### src/rtl/nios_sqrt_pkg.sv
// Shared definitions for the square-root coprocessor: register map, CSR bit
// positions and FSM state encoding.
package nios_sqrt_pkg;

  localparam logic [1:0] ADDR_DATA = 2'd0;
  localparam logic [1:0] ADDR_CSR  = 2'd1;
  localparam logic [1:0] ADDR_ROOT = 2'd2;
  localparam logic [1:0] ADDR_REM  = 2'd3;

  localparam int CSR_BUSY    = 0;
  localparam int CSR_DONE    = 1;
  localparam int CSR_OVERRUN = 2;
  localparam int CSR_IRQ_EN  = 8;

  // CSR write-side bit positions
  localparam int CSR_WR_IRQ_EN  = 0;
  localparam int CSR_WR_DONE    = 1;
  localparam int CSR_WR_OVERRUN = 2;

  typedef enum logic {
    IDLE = 1'b0,
    RUN  = 1'b1
  } state_t;

endpackage

### src/rtl/nios_system_sqrt_coproc_if.sv
// Avalon-MM slave bundle for the square-root coprocessor, plus its level
// interrupt line.
interface nios_system_sqrt_coproc_if;
  logic [1:0]  address;
  logic        chipselect;
  logic        write;
  logic [31:0] writedata;
  logic        read;
  logic [31:0] readdata;
  logic        irq;

  modport master (
    output address, chipselect, write, writedata, read,
    input  readdata, irq
  );

  modport slave (
    input  address, chipselect, write, writedata, read,
    output readdata, irq
  );
endinterface

### src/rtl/sqrt_step.sv
// One restoring digit-by-digit square-root iteration: consumes the next two
// operand bits and produces one root bit.
module sqrt_step #(
  parameter int ROOT_W = 16
) (
  input  logic [ROOT_W:0]   rem,
  input  logic [ROOT_W-1:0] root,
  input  logic [1:0]        top2,
  output logic [ROOT_W:0]   rem_next,
  output logic [ROOT_W-1:0] root_next
);

  logic [ROOT_W+2:0] t;
  logic [ROOT_W+2:0] sub;
  logic [ROOT_W+2:0] d;
  logic              fits;
  logic              unused_d_hi;

  // Held one bit wider than strictly needed so the borrow is an unsigned
  // compare; the remainder always fits back into ROOT_W+1 bits.
  assign t    = {rem, top2};
  assign sub  = {1'b0, root, 2'b01};
  assign fits = (t >= sub);
  assign d    = t - sub;

  assign rem_next  = fits ? d[ROOT_W:0] : t[ROOT_W:0];
  assign root_next = {root[ROOT_W-2:0], fits};

  assign unused_d_hi = ^d[ROOT_W+2:ROOT_W+1];

endmodule

### src/rtl/nios_system_sqrt_coproc.sv
// Integer square-root coprocessor on the Nios II Avalon-MM slave fabric.
// state | meaning
// IDLE  | waiting for a DATA write; results and flags hold
// RUN   | one root bit resolved per clock, counter counts down to 0
module nios_system_sqrt_coproc
  import nios_sqrt_pkg::*;
#(
  parameter int WIDTH = 32
) (
  input  logic                      clock,
  input  logic                      reset_n,
  nios_system_sqrt_coproc_if.slave  avs
);

  localparam int ROOT_W = WIDTH / 2;
  localparam int CNT_W  = $clog2(ROOT_W + 1);

  state_t             state_q, state_d;
  logic [WIDTH-1:0]   operand_q, op_q;
  logic [ROOT_W-1:0]  root_acc, root_q, root_step;
  logic [ROOT_W:0]    rem_acc, rem_q, rem_step;
  logic [CNT_W-1:0]   cnt_q;
  logic               done_q, overrun_q, irq_en_q;
  logic               wr_en, data_wr, csr_wr, start, finish, busy;
  logic               unused_read;

  assign wr_en   = avs.chipselect & avs.write;
  assign data_wr = wr_en && (avs.address == ADDR_DATA);
  assign csr_wr  = wr_en && (avs.address == ADDR_CSR);
  assign busy    = (state_q == RUN);

  sqrt_step #(.ROOT_W(ROOT_W)) u_step (
    .rem       (rem_acc),
    .root      (root_acc),
    .top2      (op_q[WIDTH-1 -: 2]),
    .rem_next  (rem_step),
    .root_next (root_step)
  );

  always_ff @(posedge clock or negedge reset_n) begin
    if (!reset_n) state_q <= IDLE;
    else          state_q <= state_d;
  end

  always_comb begin
    state_d = state_q;
    start   = 1'b0;
    finish  = 1'b0;
    case (state_q)
      IDLE: if (data_wr) begin
        start   = 1'b1;
        state_d = RUN;
      end
      RUN: if (cnt_q == CNT_W'(1)) begin
        finish  = 1'b1;
        state_d = IDLE;
      end
      default: state_d = IDLE;
    endcase
  end

  always_ff @(posedge clock or negedge reset_n) begin
    if (!reset_n) begin
      operand_q <= '0;
      op_q      <= '0;
      root_acc  <= '0;
      rem_acc   <= '0;
      root_q    <= '0;
      rem_q     <= '0;
      cnt_q     <= '0;
      done_q    <= 1'b0;
      overrun_q <= 1'b0;
      irq_en_q  <= 1'b0;
    end else begin
      if (start) begin
        operand_q <= avs.writedata[WIDTH-1:0];
        op_q      <= avs.writedata[WIDTH-1:0];
        root_acc  <= '0;
        rem_acc   <= '0;
        cnt_q     <= CNT_W'(ROOT_W);
      end else if (busy) begin
        op_q     <= op_q << 2;
        root_acc <= root_step;
        rem_acc  <= rem_step;
        cnt_q    <= cnt_q - CNT_W'(1);
      end

      // Visible results only change when a run completes
      if (finish) begin
        root_q <= root_step;
        rem_q  <= rem_step;
      end

      if (finish)                                    done_q <= 1'b1;
      else if (start)                                done_q <= 1'b0;
      else if (csr_wr && avs.writedata[CSR_WR_DONE]) done_q <= 1'b0;

      if (data_wr && busy)                              overrun_q <= 1'b1;
      else if (csr_wr && avs.writedata[CSR_WR_OVERRUN]) overrun_q <= 1'b0;

      if (csr_wr) irq_en_q <= avs.writedata[CSR_WR_IRQ_EN];
    end
  end

  always_comb begin
    avs.readdata = '0;
    case (avs.address)
      ADDR_DATA: avs.readdata = 32'(operand_q);
      ADDR_CSR: begin
        avs.readdata[CSR_BUSY]    = busy;
        avs.readdata[CSR_DONE]    = done_q;
        avs.readdata[CSR_OVERRUN] = overrun_q;
        avs.readdata[CSR_IRQ_EN]  = irq_en_q;
      end
      ADDR_ROOT: avs.readdata = 32'(root_q);
      ADDR_REM:  avs.readdata = 32'(rem_q);
      default:   avs.readdata = '0;
    endcase
  end

  assign avs.irq = done_q & irq_en_q;

  // Reads are side-effect free and readdata is address-driven only
  assign unused_read = avs.read;

endmodule

### src/flat_wrapper.sv
// flat-port wrapper written by rule: the top's interface ports become plain ports
module nios_system_sqrt_coproc_flat import nios_sqrt_pkg::*;
#(
  parameter int WIDTH = 32
)
  (clock, reset_n, avs_address, avs_chipselect, avs_write, avs_writedata, avs_read, avs_readdata, avs_irq);
  nios_system_sqrt_coproc_if avs_i ();
  input  logic clock;
  input  logic reset_n;
  input wire logic [$bits(avs_i.address)-1:0] avs_address;
  input wire logic [$bits(avs_i.chipselect)-1:0] avs_chipselect;
  input wire logic [$bits(avs_i.write)-1:0] avs_write;
  input wire logic [$bits(avs_i.writedata)-1:0] avs_writedata;
  input wire logic [$bits(avs_i.read)-1:0] avs_read;
  output wire logic [$bits(avs_i.readdata)-1:0] avs_readdata;
  output wire logic [$bits(avs_i.irq)-1:0] avs_irq;
  assign avs_i.address = avs_address;
  assign avs_i.chipselect = avs_chipselect;
  assign avs_i.write = avs_write;
  assign avs_i.writedata = avs_writedata;
  assign avs_i.read = avs_read;
  assign avs_readdata = avs_i.readdata;
  assign avs_irq = avs_i.irq;
  nios_system_sqrt_coproc #(.WIDTH(WIDTH)) u_core (.clock(clock), .reset_n(reset_n), .avs(avs_i));
endmodule
### config.mk
export PLATFORM = sky130hd
export DESIGN_NAME = nios_system_sqrt_coproc_flat
export DESIGN_NICKNAME = d
export VERILOG_FILES = /design/src/rtl/nios_sqrt_pkg.sv /design/src/rtl/nios_system_sqrt_coproc_if.sv /design/src/rtl/sqrt_step.sv /design/src/rtl/nios_system_sqrt_coproc.sv /design/src/flat_wrapper.sv
export SDC_FILE = /design/constraint.sdc
export NUM_CORES = 1
export LEC_CHECK = 0
export ABC_AREA = 1
export CAP_MARGIN = 20
export CORE_MARGIN = 8
export CORE_UTILIZATION = 50
export DETAILED_ROUTE_END_ITERATION = 10
export PLACE_DENSITY = 0.82
export SLEW_MARGIN = 10
export SYNTH_ARGS = -nofsm -noshare
export SYNTH_HDL_FRONTEND = slang
export SYNTH_SLANG_ARGS = --single-unit
### constraint.sdc
create_clock -name clock -period 1.75 [get_ports clock]
set_input_delay 0.2625 -clock clock [delete_from_list [all_inputs] [get_ports clock]]
set_output_delay 0.2625 -clock clock [all_outputs]
set_load 0.005 [all_outputs]
==> flow_summary.yaml, run 1 <==
critical_path:
  cpMostUsedCell: "sky130_fd_sc_hd__nand2_1"
  critPathTopFamily: "simple AND/OR/NAND/NOR gates"
  crit_path_end_kind: "flop"
  critical_path_arrival_ps: 2480
  crit_path_start_kind: "flop"
  timing.setup.critical_path_class: "reg2reg"
  ff2ff_setup_slack_ps: -370
  path_buf_inv: 3
  crit_path_max_incr_delay_ps: 430
  crit_path_top_delay_cell: "sky130_fd_sc_hd__dfrtp_1"
  required_time_at_the_worst_slack_endpoint_ps: 2110
  cp_cell_sequence: "ha_4 > nand2_1 > inv_2 > nand2_1 > nor2_1 > nand2_1 > nor2_2 > nor2_4 > nand2_4 > buf_12 > inv_8 > nand2_2 > nand3_2 > nand2_2"
  critical_path_maximum_fanout: 6
die:
  fp.dieArea_um2: 18290
  initial_core_util_pct: 51.23
  die_width_um: 135.3
  die_y_um: 135.3
  io-pin-count: 72
  fp.coreArea_um2: 13880
  num_rows: 43
clock_tree:
  cts_tree: "yes"
  htree_num_levels: 4
  clk_latency_ps: 430
  ctsLongestPathBuffers: 2
  cts_inserted_buffers: 17
  clock_sinks: 139
  cts.root.buffer_cell: "sky130_fd_sc_hd__clkbuf_16"
  clk_transition_reported_paths_ps: 70
flow_run:
  maxCapViolations: 0
logic_synthesis:
  synth_largest_type_area_fraction_pct: 48.92
  post_synth_num_cell_types: 39
  warnings_from_yosys: 0
  syn_avg_cell_area_um2: 7.866
  async_set_or_reset_flop_fraction_in_the_synthesized_netlist_pct: 100.0
  postSynthNetCount: 963
  synth-main-ff-cell: "sky130_fd_sc_hd__dfrtp_1"
  synth_area_leader_cell: "sky130_fd_sc_hd__dfrtp_1"
  total_standard_cell_area_after_synthesis_um2: 7111
  synthCells: 904
  yosys_register_bits: 139
  synth-edff-count: 0
  synthTopCellsByArea: "sky130_fd_sc_hd__dfrtp_1, sky130_fd_sc_hd__nand2_1, sky130_fd_sc_hd__inv_1"
  synth-seq-area-share_pct: 48.92
sta:
  max-slew-margin-rel_pct: 71.33
  final.hold.worst_slack_ps: 266.1
  post-route-period-util_pct: 121.2
  smallest_setup_slack_after_layout_ps: -371.4
  maxClockFrequency_mhz: 471.4
  min_period_ps: 2121
  drv_slew: 0
  rsz_0062_raised_after_global_routing: "true"
  finalSetupViolations: 36
  number_of_hold_slack_violations_in_the_final_timing_report: 0
  fin_worst_skew_ps: 8.694
  timing_worst_slew_pin_value_ps: 430.1
layout:
  fillers: 881
  n_antenna_cell: 0
  area_delta_synth_final_pct: 38.40
  nets: 1121
  final_area_um2: 9841
  final_layout_size_suffix_gt1_share_pct: 24.19
  layout.cells.non_filler: 1255
grt:
  grt_max_degree: 60
  grtUsageTotal_pct: 23.95
  initial_antenna_violation_count: 0
  grt_first_pass_wirelength_mm: 35.12
  globalRouteOverflowTotal: 0
  vias_in_the_first_global_route: 6970
detailed_routing:
  routed_wl_mm: 23.44
  drt_drc_violations_left: 0
  detail_route.iter0.violations: 735
  num_vias: 7277
  vias_per_cell: 5.798
  drt.antenna.violating_nets: 0
  drt_pre_antenna_iters: 5
  route.detailed.wl_per_inst_um: 18.67
power_and_ir_drop:
  finalPower_mw: 23.18
  pwr_density_cell_nw_per_um2: 2356
  p_leak_nw: 4.964
  irDropWorstVdd_uv: 1298
min_path:
  hp-class: "in2async"
outcome:
  outcome: "complete, but fails checks"
  violations: "negative setup slack"
placement:
  finalWeightedCongestion: 0.8986
  place.detailed.hpwl_mm: 13.92
  dp.cells: 1213
  detailed_place.area_um2: 8798
  placement.io_buffers: 70
==> path summary, 6_finish.rpt <==
path                       cells after the start                               end                           from
setup / recovery                              14     u_core.rem_acc[8]$_DFFE_PN0P_  u_core.rem_acc[5]$_DFFE_PN0P_
hold / removal                                 2  u_core.operand_q[29]$_DFFE_PN0P_                        reset_n
setup reg to reg                              14     u_core.rem_acc[8]$_DFFE_PN0P_  u_core.rem_acc[5]$_DFFE_PN0P_
hold reg to reg                                2        u_core.op_q[1]$_DFFE_PN0P_     u_core.op_q[1]$_DFFE_PN0P_
max in group asynchronous                      3       u_core.op_q[10]$_DFFE_PN0P_                        reset_n
min in group clock                             3        u_core.op_q[9]$_DFFE_PN0P_               avs_writedata[9]
==> report_power, final <==
| group | switching, mW | internal [mW] | leakage [nW] | total [mW] |
|---|---|---|---|---|
| clock | 1.58 | 1.91 | 0.267 | 3.49 |
| combinational | 8.12 | 5.95 | 3.06 | 14.1 |
| sequential | 0.917 | 4.71 | 1.64 | 5.63 |
| total | 10.6 | 12.6 | 4.96 | 23.2 |
==> metrics by stage <==
step           util, %  setup WS, ps  setup TNS (ps)
2_1_floorplan        -        0.1109               0
3_3_place_gp     63.39        -508.6          -26580
3_5_place_dp     63.39        -563.7          -32210
4_1_cts          68.36        -260.8           -7039
5_1_grt          70.89        -447.4          -13210
6_report         70.89        -371.4          -10850
==> area by class of cell <==
cell class | instances | area [um2] | area share (%)
sequential | 139 | 3478 | 35.35
multi-input combinational | 596 | 3430 | 34.85
timing repair buffer | 176 | 1632 | 16.58
inverter | 132 | 506.7 | 5.149
clock buffer | 18 | 439.2 | 4.463
tap | 180 | 225.2 | 2.289
clock inverter | 14 | 130.1 | 1.322
==> routing by layer <==
metal	up-vias	wire [um]	GRT usage (%)	part of all wire, %
met5	-	0	0	0
met4	0	1128	11.54	4.8
met3	110	2108	4.896	9.0
met2	494	11380	40.03	49
met1	3478	8815	29.01	38
li1	3195	-	-	-
==> registers in the layout, indices dropped and copies added, names as in the netlist <==
register,count
u_core.busy,1
u_core.cnt_q,5
u_core.done_q,1
u_core.irq_en_q,1
u_core.op_q,32
u_core.operand_q,32
u_core.overrun_q,1
u_core.rem_acc,17
u_core.rem_q,17
u_core.root_acc,16
u_core.root_q,16
==> cells in the mapped netlist (2+ instances only) <==
library cell	n
sky130_fd_sc_hd__o221ai_1	2
sky130_fd_sc_hd__nor2_1	64
sky130_fd_sc_hd__nor2_2	5
sky130_fd_sc_hd__nand2_1	271
sky130_fd_sc_hd__nor2_4	2
sky130_fd_sc_hd__o21ai_0	79
sky130_fd_sc_hd__ha_1	20
sky130_fd_sc_hd__inv_2	8
sky130_fd_sc_hd__o22ai_1	28
sky130_fd_sc_hd__a221oi_1	5
sky130_fd_sc_hd__o21ai_2	2
sky130_fd_sc_hd__buf_2	12
sky130_fd_sc_hd__nand2_2	11
sky130_fd_sc_hd__o2111ai_1	3
sky130_fd_sc_hd__clkbuf_1	23
sky130_fd_sc_hd__nand3_2	6
sky130_fd_sc_hd__dfrtp_1	139
sky130_fd_sc_hd__a22oi_1	2
sky130_fd_sc_hd__o211ai_1	10
sky130_fd_sc_hd__nand3b_1	6
sky130_fd_sc_hd__inv_1	122
sky130_fd_sc_hd__nand4_1	2
sky130_fd_sc_hd__nand3_1	38
sky130_fd_sc_hd__xor2_1	6
sky130_fd_sc_hd__a21oi_1	24
==> worst reg2reg max path: stages, from the launching register on <==
cell and delay (ps):
sky130_fd_sc_hd__dfrtp_1 430, sky130_fd_sc_hd__ha_4 310, sky130_fd_sc_hd__nand2_1 90, sky130_fd_sc_hd__inv_2 70
sky130_fd_sc_hd__nand2_1 60, sky130_fd_sc_hd__nor2_1 120, sky130_fd_sc_hd__nand2_1 110, sky130_fd_sc_hd__nor2_2 160
sky130_fd_sc_hd__nor2_4 60, sky130_fd_sc_hd__nand2_4 120, sky130_fd_sc_hd__buf_12 150, sky130_fd_sc_hd__inv_8 50
sky130_fd_sc_hd__nand2_2 90, sky130_fd_sc_hd__nand3_2 120, sky130_fd_sc_hd__nand2_2 100
==> logic make-up after synthesis <==
group | count (synthesis) | synth area share (%)
adders and majority gates | 20 | 3.519
muxes | 1 | 0.1584
DFF | 139 | 48.92
xor gates and xnor gates | 7 | 0.8622
and+or+nand+nor | 410 | 24.28
AOI/OAI and AO/OA | 158 | 12.72
buffers and inverters | 169 | 9.537
==> cell usage in the layout, fill, tap and decap left out, drive strengths merged, types with 2 or more instances in the layout <==
cell type | Yosys | routed
a21oi | 24 | 24
a221oi | 5 | 5
a22oi | 2 | 2
buf | 14 | 106
clkbuf | 23 | 20
clkdlybuf4s15 | 0 | 2
clkdlybuf4s50 | 0 | 40
clkinv | 1 | 4
clkinvlp | 0 | 4
dfrtp | 139 | 139
dlygate4sd2 | 0 | 18
dlymetal6s2s | 0 | 7
ha | 20 | 20
inv | 131 | 138
nand2 | 283 | 283
nand3 | 44 | 44
nand3b | 6 | 6
nand4 | 2 | 2
nor2 | 71 | 71
nor3 | 2 | 2
o2111ai | 3 | 3
o211ai | 10 | 10
o21ai | 82 | 82
o221ai | 2 | 2
o22ai | 28 | 28
xor2 | 6 | 6
==> repair_timing <==
action	CTS	global route
resized for setup	59	85
pin swaps	2	23
endpoints found under the hold margin	58	0
setup buffers	1	7
endpoints found under the setup margin	68	52
hold buffers	1	0
cloned	0	1
Note: power is estimated with default switching activity, not from simulation.
==> run 2, diff against run 1 <==
CAP_MARGIN = 0   (was 20)
==> results of run 2 <==
The final DEF is identical to that of run 1; final timing and power are the same.
==> run 3, diff against run 2 <==
CORE_UTILIZATION = 52   (was 50)
CTS_BUF_LIST = sky130_fd_sc_hd__clkbuf_16   (was not set)
CTS_CLUSTER_SIZE = 10   (was not set)
PLACE_DENSITY = 0.85   (was 0.82)
==> run 3 against run 2 <==
Critical path type unchanged. Sequential cell count stayed put. Clock-buffer cell count shrank 1. Die area decreased by 3.4%. Critical endpoint is now u_core.rem_q[11]$_DFFE_PN0P_. The run still ends with negative setup slack left.
==> flow_summary.yaml, run 3 (synthesis results as in run 1) <==
outcome:
  outcome: "complete, but fails checks"
  violations: "negative setup slack"
clock_tree:
  htree_num_levels: 4
  cts_tree: "yes"
  clk_transition_reported_paths_ps: 70
  ctsLongestPathBuffers: 2
  cts.root.buffer_cell: "sky130_fd_sc_hd__clkbuf_16"
  cts_inserted_buffers: 17
  clock_sinks: 139
  clk_latency_ps: 440
layout:
  final_cell_mix: "sky130_fd_sc_hd__nand2_1, sky130_fd_sc_hd__dfrtp_1, sky130_fd_sc_hd__inv_1"
  layout.cells.most_common: "sky130_fd_sc_hd__nand2_1"
  final_area_um2: 10160
  area_delta_synth_final_pct: 42.83
  post-route-util_pct: 76.39
  n_antenna_cell: 0
  layout.cells.non_filler: 1266
  nets: 1136
  reg_top3: "u_core.op_q (32), u_core.operand_q (32)"
  final_layout_size_suffix_gt1_share_pct: 27.06
placement:
  place.detailed.hpwl_mm: 13.96
  placement.io_buffers: 70
  finalWeightedCongestion: 0.8974
  placement.setup.worst_slack_ps: -519.1
  dp.cells: 1208
  detailed_place.area_um2: 8748
sta:
  number_of_hold_slack_violations_in_the_final_timing_report: 0
  rsz_0062_raised_after_global_routing: "true"
  smallest_setup_slack_after_layout_ps: -710.7
  drv_slew: 0
  maxClockFrequency_mhz: 406.4
  min_period_ps: 2461
  sum_neg_setup_slack_ps: -19770
  post-route-period-util_pct: 140.6
  final.hold.worst_slack_ps: 227.7
  timing_worst_slew_pin_value_ps: 493.8
  finalSetupViolations: 46
  fin_worst_skew_ps: 12.90
  max-slew-margin-rel_pct: 67.08
critical_path:
  r2r-start: "u_core.root_acc[4]$_DFFE_PN0P_"
  cpMostUsedCell: "sky130_fd_sc_hd__nand2_1"
  critical_path_arrival_ps: 2830
  crit_path_end_kind: "flop"
  required_time_at_the_worst_slack_endpoint_ps: 2120
  cp_cell_sequence: "inv_1 > ha_4 > nand2_1 > inv_2 > nand2_1 > nor2_1 > nand2_2 > nor2_4 > nor2_4 > buf_8 > nand3_1 > nand2_4 > nand2_1 > nand2_1"
  critical_path_maximum_fanout: 6
  crit_path_start_kind: "flop"
  worst_r2r_path_depth: 14
  crit_path_top_delay_cell: "sky130_fd_sc_hd__dfrtp_1"
  critical_path_start: "u_core.root_acc[4]$_DFFE_PN0P_"
  timing.setup.critical_path_class: "reg2reg"
  crit_path_max_incr_delay_ps: 390
detailed_routing:
  detail_route.iter0.violations: 1606
  routed_wl_mm: 30.85
  num_vias: 8347
  drt_pre_antenna_iters: 10
  drt.antenna.violating_nets: 0
  drt_drc_violations_left: 0
  vias_per_cell: 6.593
  route.detailed.wl_per_inst_um: 24.37
flow_run:
  maxCapViolations: 0
die:
  io-pin-count: 72
  die_width_um: 132.9
  die_y_um: 132.9
  initial_core_util_pct: 53.48
  fp.dieArea_um2: 17670
  num_rows: 42
  fp.coreArea_um2: 13300
power_and_ir_drop:
  irDropWorstVdd_uv: 1251
  power.combinational.fraction_pct: 63.4
  finalPower_mw: 25.97
  pwr_density_cell_nw_per_um2: 2557
  p_leak_nw: 5.058
  p_seq_share_pct: 22.4
  power_frac_clock_pct: 14.2
  netSwitchingFraction_pct: 49.35
  cellInternalPower_mw: 13.15
  power_switching_mw: 12.82
grt:
  grt_max_degree: 61
  vias_in_the_first_global_route: 7555
  initial_antenna_violation_count: 1
  globalRouteOverflowTotal: 0
  grtUsageTotal_pct: 28.60
  grt_first_pass_wirelength_mm: 40.09
min_path:
  hp-class: "in2async"
-- run 3: area by class of cell --
cell class	count	area (um2)
sequential	139	3478
multi-input combinational	599	3632
inverter	132	518.0
clock buffer	17	425.4
clock inverter	15	152.6
tap	176	220.2
timing repair buffer	188	1729
fill	712	3139
-- run 3: power groups by stage --
stage | Combinational, mW | Clock, mW | Sequential, mW
2_1_floorplan | 7.04 | 0 | 5.28
4_1_cts | 12.4 | 3.57 | 5.56
3_5_place_dp | 10.9 | 0 | 5.49
5_1_grt | 17.3 | 3.84 | 5.85
3_3_place_gp | 10.6 | 0 | 5.44
6_report | 16.5 | 3.68 | 5.82
-- run 3: path summary, 6_finish.rpt --
kind / slack (ps) / end
max in group asynchronous: 870 / u_core.rem_acc[0]$_DFFE_PN0P_
min in group clock: 420 / u_core.operand_q[26]$_DFFE_PN0P_
worst max-delay path: -710 / u_core.rem_q[11]$_DFFE_PN0P_
worst min-delay path: 230 / u_core.op_q[27]$_DFFE_PN0P_
worst max register to register: -710 / u_core.rem_q[11]$_DFFE_PN0P_
worst min register to register: 500 / u_core.root_q[4]$_DFFE_PN0P_
-- run 3: critical path, delay by kind of cell (launching register included) --
kind	cells	cell delay, ps
fa+ha+maj	1	270
simple gates	10	1290
buf+inv	3	420
flops	1	390
-- run 3: timing repair --
item | CTS | global route
pin swaps | 4 | 40
setup endpoints to repair | 68 | 64
hold endpoints to repair | 112 | 0
hold buffers | 1 | 0
gates resized for setup | 95 | 98
cloned | 3 | 2
setup buffers | 9 | 11
-- run 3: per-layer routing --
| metal | global-route usage, % | up-vias | share of wire, % |
|---|---|---|---|
| met5 | 0 | - | 0.22 |
| met4 | 17.60 | 6 | 9.3 |
| met3 | 7.684 | 344 | 13 |
| met2 | 46.31 | 903 | 44 |
| met1 | 33.23 | 3863 | 33 |
| li1 | - | 3231 | - |
==> patch 1: new RTL, settings of run 1 <==
`WIDTH` is set to 32 in 2 places; all go to 16.
--- a/src/rtl/nios_system_sqrt_coproc.sv
+++ b/src/rtl/nios_system_sqrt_coproc.sv
@@ -5,7 +5,7 @@
 module nios_system_sqrt_coproc
   import nios_sqrt_pkg::*;
 #(
-  parameter int WIDTH = 32
+  parameter int WIDTH = 16
 ) (
   input  logic                      clock,
   input  logic                      reset_n,
--- a/src/flat_wrapper.sv
+++ b/src/flat_wrapper.sv
@@ -1,7 +1,7 @@
 // flat-port wrapper written by rule: the top's interface ports become plain ports
 module nios_system_sqrt_coproc_flat import nios_sqrt_pkg::*;
 #(
-  parameter int WIDTH = 32
+  parameter int WIDTH = 16
 )
   (clock, reset_n, avs_address, avs_chipselect, avs_write, avs_writedata, avs_read, avs_readdata, avs_irq);
   nios_system_sqrt_coproc_if avs_i ();
Check against the original RTL: not equivalent (a bounded check fails within 4 cycles, from zero or initial values and one cycle with reset_n low).
==> patch 1 against run 1 <==
The flow still finishes with violations (negative setup slack); sequential cell count decreased by 65; cell count down 48%; power is 55% lower; routed wire length decreased by 55%; highest routed layer unchanged; synthesized area shrank 47%; setup slack improved by 340 ps; combinational power shrank 57%; cell area fell by 49%; largest power group unchanged.
==> patch 1: results (changes against run 1) <==
The count of inverters not on the clock network in the layout is 57 (-57%). The routed wire length on met3 was 788 um (-63%). The routed length on met1 came out at 4240 um (-52%).

The total sequential power is 2.98 mW (-47%). The cell sitting at the root of the clock tree is a clkbuf_8. The final routed wire length divided by cell count is 16.2 um (-13%). The share of total power in the clock network came out at 14.0% (-1.0 points). Sorting the synthesized cells by how often they occur yields 135 x nand2_1, 74 x dfrtp_1, 50 x inv_1. The placed instance count was 622 (-49%).

The half-perimeter wire length after placement is 7020 um (-50%). The fraction of the mapped netlist area in compound gates came to 11.4% (-1.4 points). The final-layout non-clock buffer area share came out at 16.4% (-0.20 points). The fraction of area in registers came out at 36.7% (+1.3 points). The clock-cell share of area is 4.29% (-1.5 points). The setup skew after layout came out at 9.44 ps (+0.747 ps).

The largest net degree at the start of global routing came out at 75 (+25%). The number of distinct library cells after synthesis is 35 (-10%). The leakage component of the power is 2.54 nW (-49%). The XOR/XNOR share of the synthesized area is 0.696% (-0.17 points). The adder-cell share of the synthesized area is 3.97% (+0.46 points). The total wire length after detailed routing came out at 10700 um (-55%). The run finished, with violations left. The final setup violation count was 10 (-72%).

The internal power is 5.88 mW (-53%). The total number of vias is 3568 (-51%). The count of multi-input combinational gates is 319 (-46%).

The buffer count from post-CTS setup fixing came out at 9 (+8). The met1 global-route usage is 23.8% (-5.2 points). The post-route worst setup slack came out at -31.7 ps (+340 ps).

The worst endpoint data arrival time came out at 2070 ps (-410 ps). The layout clock buffer count came to 10 (-8). The worst slack at placement is -545 ps (+18.6 ps). The number of input and output port buffers inserted is 38 (-46%).

The number of buffers added by the clock tree synthesis step came out at 9 (-8). Yosys attributes the largest share of cell area to dfrtp_1 49%, nand2_1 13%, inv_1 5.0%. The mux cell area share after synthesis came out at 0.298% (+0.14 points). The number of H-tree levels came out at 3 (-1).

The checks that failed: negative setup slack. The fraction of power spent switching nets came to 43.7% (-2.1 points). The met2 wirelength from detailed routing is 5310 um (-53%). The synthesized area per cell is 8.16 sq um (+3.7%). The routability congestion estimate is 0.863 (-4.0%). The violation count after the first detailed-routing iteration came to 299 (-59%).

The worst voltage drop across the vdd grid came out at 0.809 mV (-38%). The number of global-route vias before repair came out at 3479 (-50%).
## patch 1: changes by cell type after synthesis, sizes merged, moves of 8 or more
cell | run 1 | this run
ha | 20 | 12
dfrtp | 139 | 74
nor2 | 71 | 40
a21oi | 24 | 15
o21ai | 82 | 24
nand3 | 44 | 24
nand2 | 283 | 140
clkbuf | 23 | 4
buf | 14 | 25
inv | 131 | 56
## patch 1: path summary, 6_finish.rpt
| kind | startpoint | endpoint | slack [ps] | cells past startpoint |
|---|---|---|---|---|
| max in group asynchronous | reset_n | u_core.rem_q[0] | 970 | 3 |
| hold / removal | reset_n | u_core.irq_en_q | 470 | 3 |
| hold reg to reg | u_core.op_q[0] | u_core.op_q[0] | 480 | 2 |
| setup / recovery | u_core.rem_acc[5] | u_core.rem_q[8] | -30 | 12 |
| min in group clock | u_core.op_q[0] | u_core.op_q[0] | 480 | 2 |
| setup reg to reg | u_core.rem_acc[5] | u_core.rem_q[8] | -30 | 12 |
==> patch 2: new RTL, settings of run 1 <==
Made on the original files. Make the reset (`reset_n`) synchronous in 2 clocked blocks.
--- a/src/rtl/nios_system_sqrt_coproc.sv
+++ b/src/rtl/nios_system_sqrt_coproc.sv
@@ -37,7 +37,7 @@
     .root_next (root_step)
   );
 
-  always_ff @(posedge clock or negedge reset_n) begin
+  always_ff @(posedge clock) begin
     if (!reset_n) state_q <= IDLE;
     else          state_q <= state_d;
   end
@@ -59,7 +59,7 @@
     endcase
   end
 
-  always_ff @(posedge clock or negedge reset_n) begin
+  always_ff @(posedge clock) begin
     if (!reset_n) begin
       operand_q <= '0;
       op_q      <= '0;
Function: differs if reset_n is asserted again (counterexample within 4 cycles, from zero or initial values and one cycle with reset_n low); with reset_n held inactive, the same outputs for 10 cycles.
==> patch 2 against run 1 <==
The flow still finishes with violations (negative setup slack); cell count up 12%; clock skew rose by 4.4 ps; setup slack worse by 370 ps; synthesized area shrank 2.3%; routed wire length increased by 29%; cell area increased by 3.6%; core utilization rose by 3.4 points; sequential cell count unchanged; critical path type unchanged; critical endpoint is now u_core.rem_q[12].
Power is not compared: it rests on default switching activity, and its combinational part moved more than twofold at a synthesized area within 25%.
==> patch 2: results (changes against run 1) <==
The run finished, with violations left. The final reports fail on negative setup slack. The detailed-router iteration count before antenna repair was 8 (+3). The first-pass GRT wire length came to 39300 um (+12%).

The biggest fanout along the worst timing path is 8 (+2). The total wire length after detailed routing is 30100 um (+29%). The final routed wire length divided by cell count is 21.5 um (+15%). The post-route worst setup slack was -744 ps (-372 ps). The violation count after the first detailed-routing iteration came out at 1291 (+76%). The path depth of the worst reg2reg path came out at 15 (+1).

The count of multi-input combinational gates came to 664 (+11%). The met3 layer usage reported by global route is 6.10% (+1.2 points). The XOR/XNOR share of the synthesized area is 1.01% (+0.15 points).

In this run the critical register-to-register path is launched from u_core.root_acc[15]. The proportion of cell area occupied by multi-input gates came out at 38.5% (+3.6 points). The placed instance count came to 1357 (+12%). By area the synthesized netlist is led by dfxtp_1 40%, nand2_1 16%, inv_1 8.2%. The post-synthesis instance total was 1012 (+12%). The fraction of synthesis flops using an asynchronous set or reset pin came to 0% (-100 points). The adder-cell share of the synthesized area came to 3.60% (+0.081 points). The area used by multi-input combinational logic came out at 3920 sq um (+14%). The clock-cell share of area is 6.10% (+0.32 points). The area after detailed placement was 9010 sq um (+2.4%). The fraction of the mapped netlist area in compound gates was 11.8% (-0.88 points). The register area is 2810 sq um (-19%). The half-perimeter wire length after placement came to 14700 um (+5.4%). The fill cell instance count of the final layout is 780 (-11%).

The worst slack at placement came out at -494 ps (+69.4 ps). The setup skew after layout is 13.0 ps (+4.35 ps). The commonest cells after synthesis are 298 x nand2_1, 152 x inv_1, 139 x dfxtp_1. The total number of nets in the final design came to 1269 (+13%). The largest net degree at the start of global routing is 86 (+43%). The synthesized net count was 1071 (+11%). The fraction of met2 tracks used by global routing is 46.5% (+6.4 points).

The final setup violation count came to 57 (+58%). The endpoint identified for the worst register-to-register timing path is u_core.rem_q[12]. The sequential share of the synthesized area is 40.0% (-8.9 points).
patch 2: how the worst max path moves through the flow:
| stage | start | endpoint | slack, ps | cells past startpoint |
|---|---|---|---|---|
| finish | u_core.root_acc[15] | u_core.rem_q[12] | -740 | 15 |
| global placement | avs_address[1] | avs_readdata[8] | -490 | 7 |
| floorplan | u_core.root_acc[0] | u_core.rem_acc[2] | 10 | 14 |
| detailed placement | avs_address[1] | avs_readdata[8] | -490 | 7 |
| CTS | u_core.root_acc[15] | u_core.rem_acc[14] | -230 | 15 |
| global route | u_core.root_acc[15] | u_core.rem_acc[15] | -780 | 15 |
patch 2: repair_timing:
action | 4_1_cts | 5_1_grt
endpoints found under the setup margin | 68 | 50
pin swaps | 25 | 36
gates resized for setup | 87 | 99
buffers inserted | 9 | 6
hold buffers | 0 | 0
patch 2: power groups by stage:
| stage | clock, mW | sequential, mW | combinational, mW |
|---|---|---|---|
| 6_report | 3.88 | 3.27 | 2.55 |
| 5_1_grt | 3.99 | 3.28 | 2.66 |
| 4_1_cts | 3.79 | 3.27 | 2.11 |
| 3_5_place_dp | 0 | 3.33 | 1.77 |
| 3_3_place_gp | 0 | 3.33 | 1.73 |
| 2_1_floorplan | 0 | 3.33 | 1.06 |
patch 2: routing by layer:
metal  up-vias  wire (um)
li1       3597          -
met1      3939      10400
met3       252       3600
met5         -          0
met2       855      14000
met4         0       2100
patch 2: worst max-delay path, cell delays in order (launching register included):
cell and delay, ps:
dfxtp_2 330, inv_2 50, ha_4 270, inv_4 40, nor2_4 130, nand2_4 130, nor2_4 210, nand2_2 110
nor2_4 250, nor2_8 140, nand2_8 150, buf_12 160, nand3_4 90, nand2_2 150, nand2_2 90, nand2_1 80
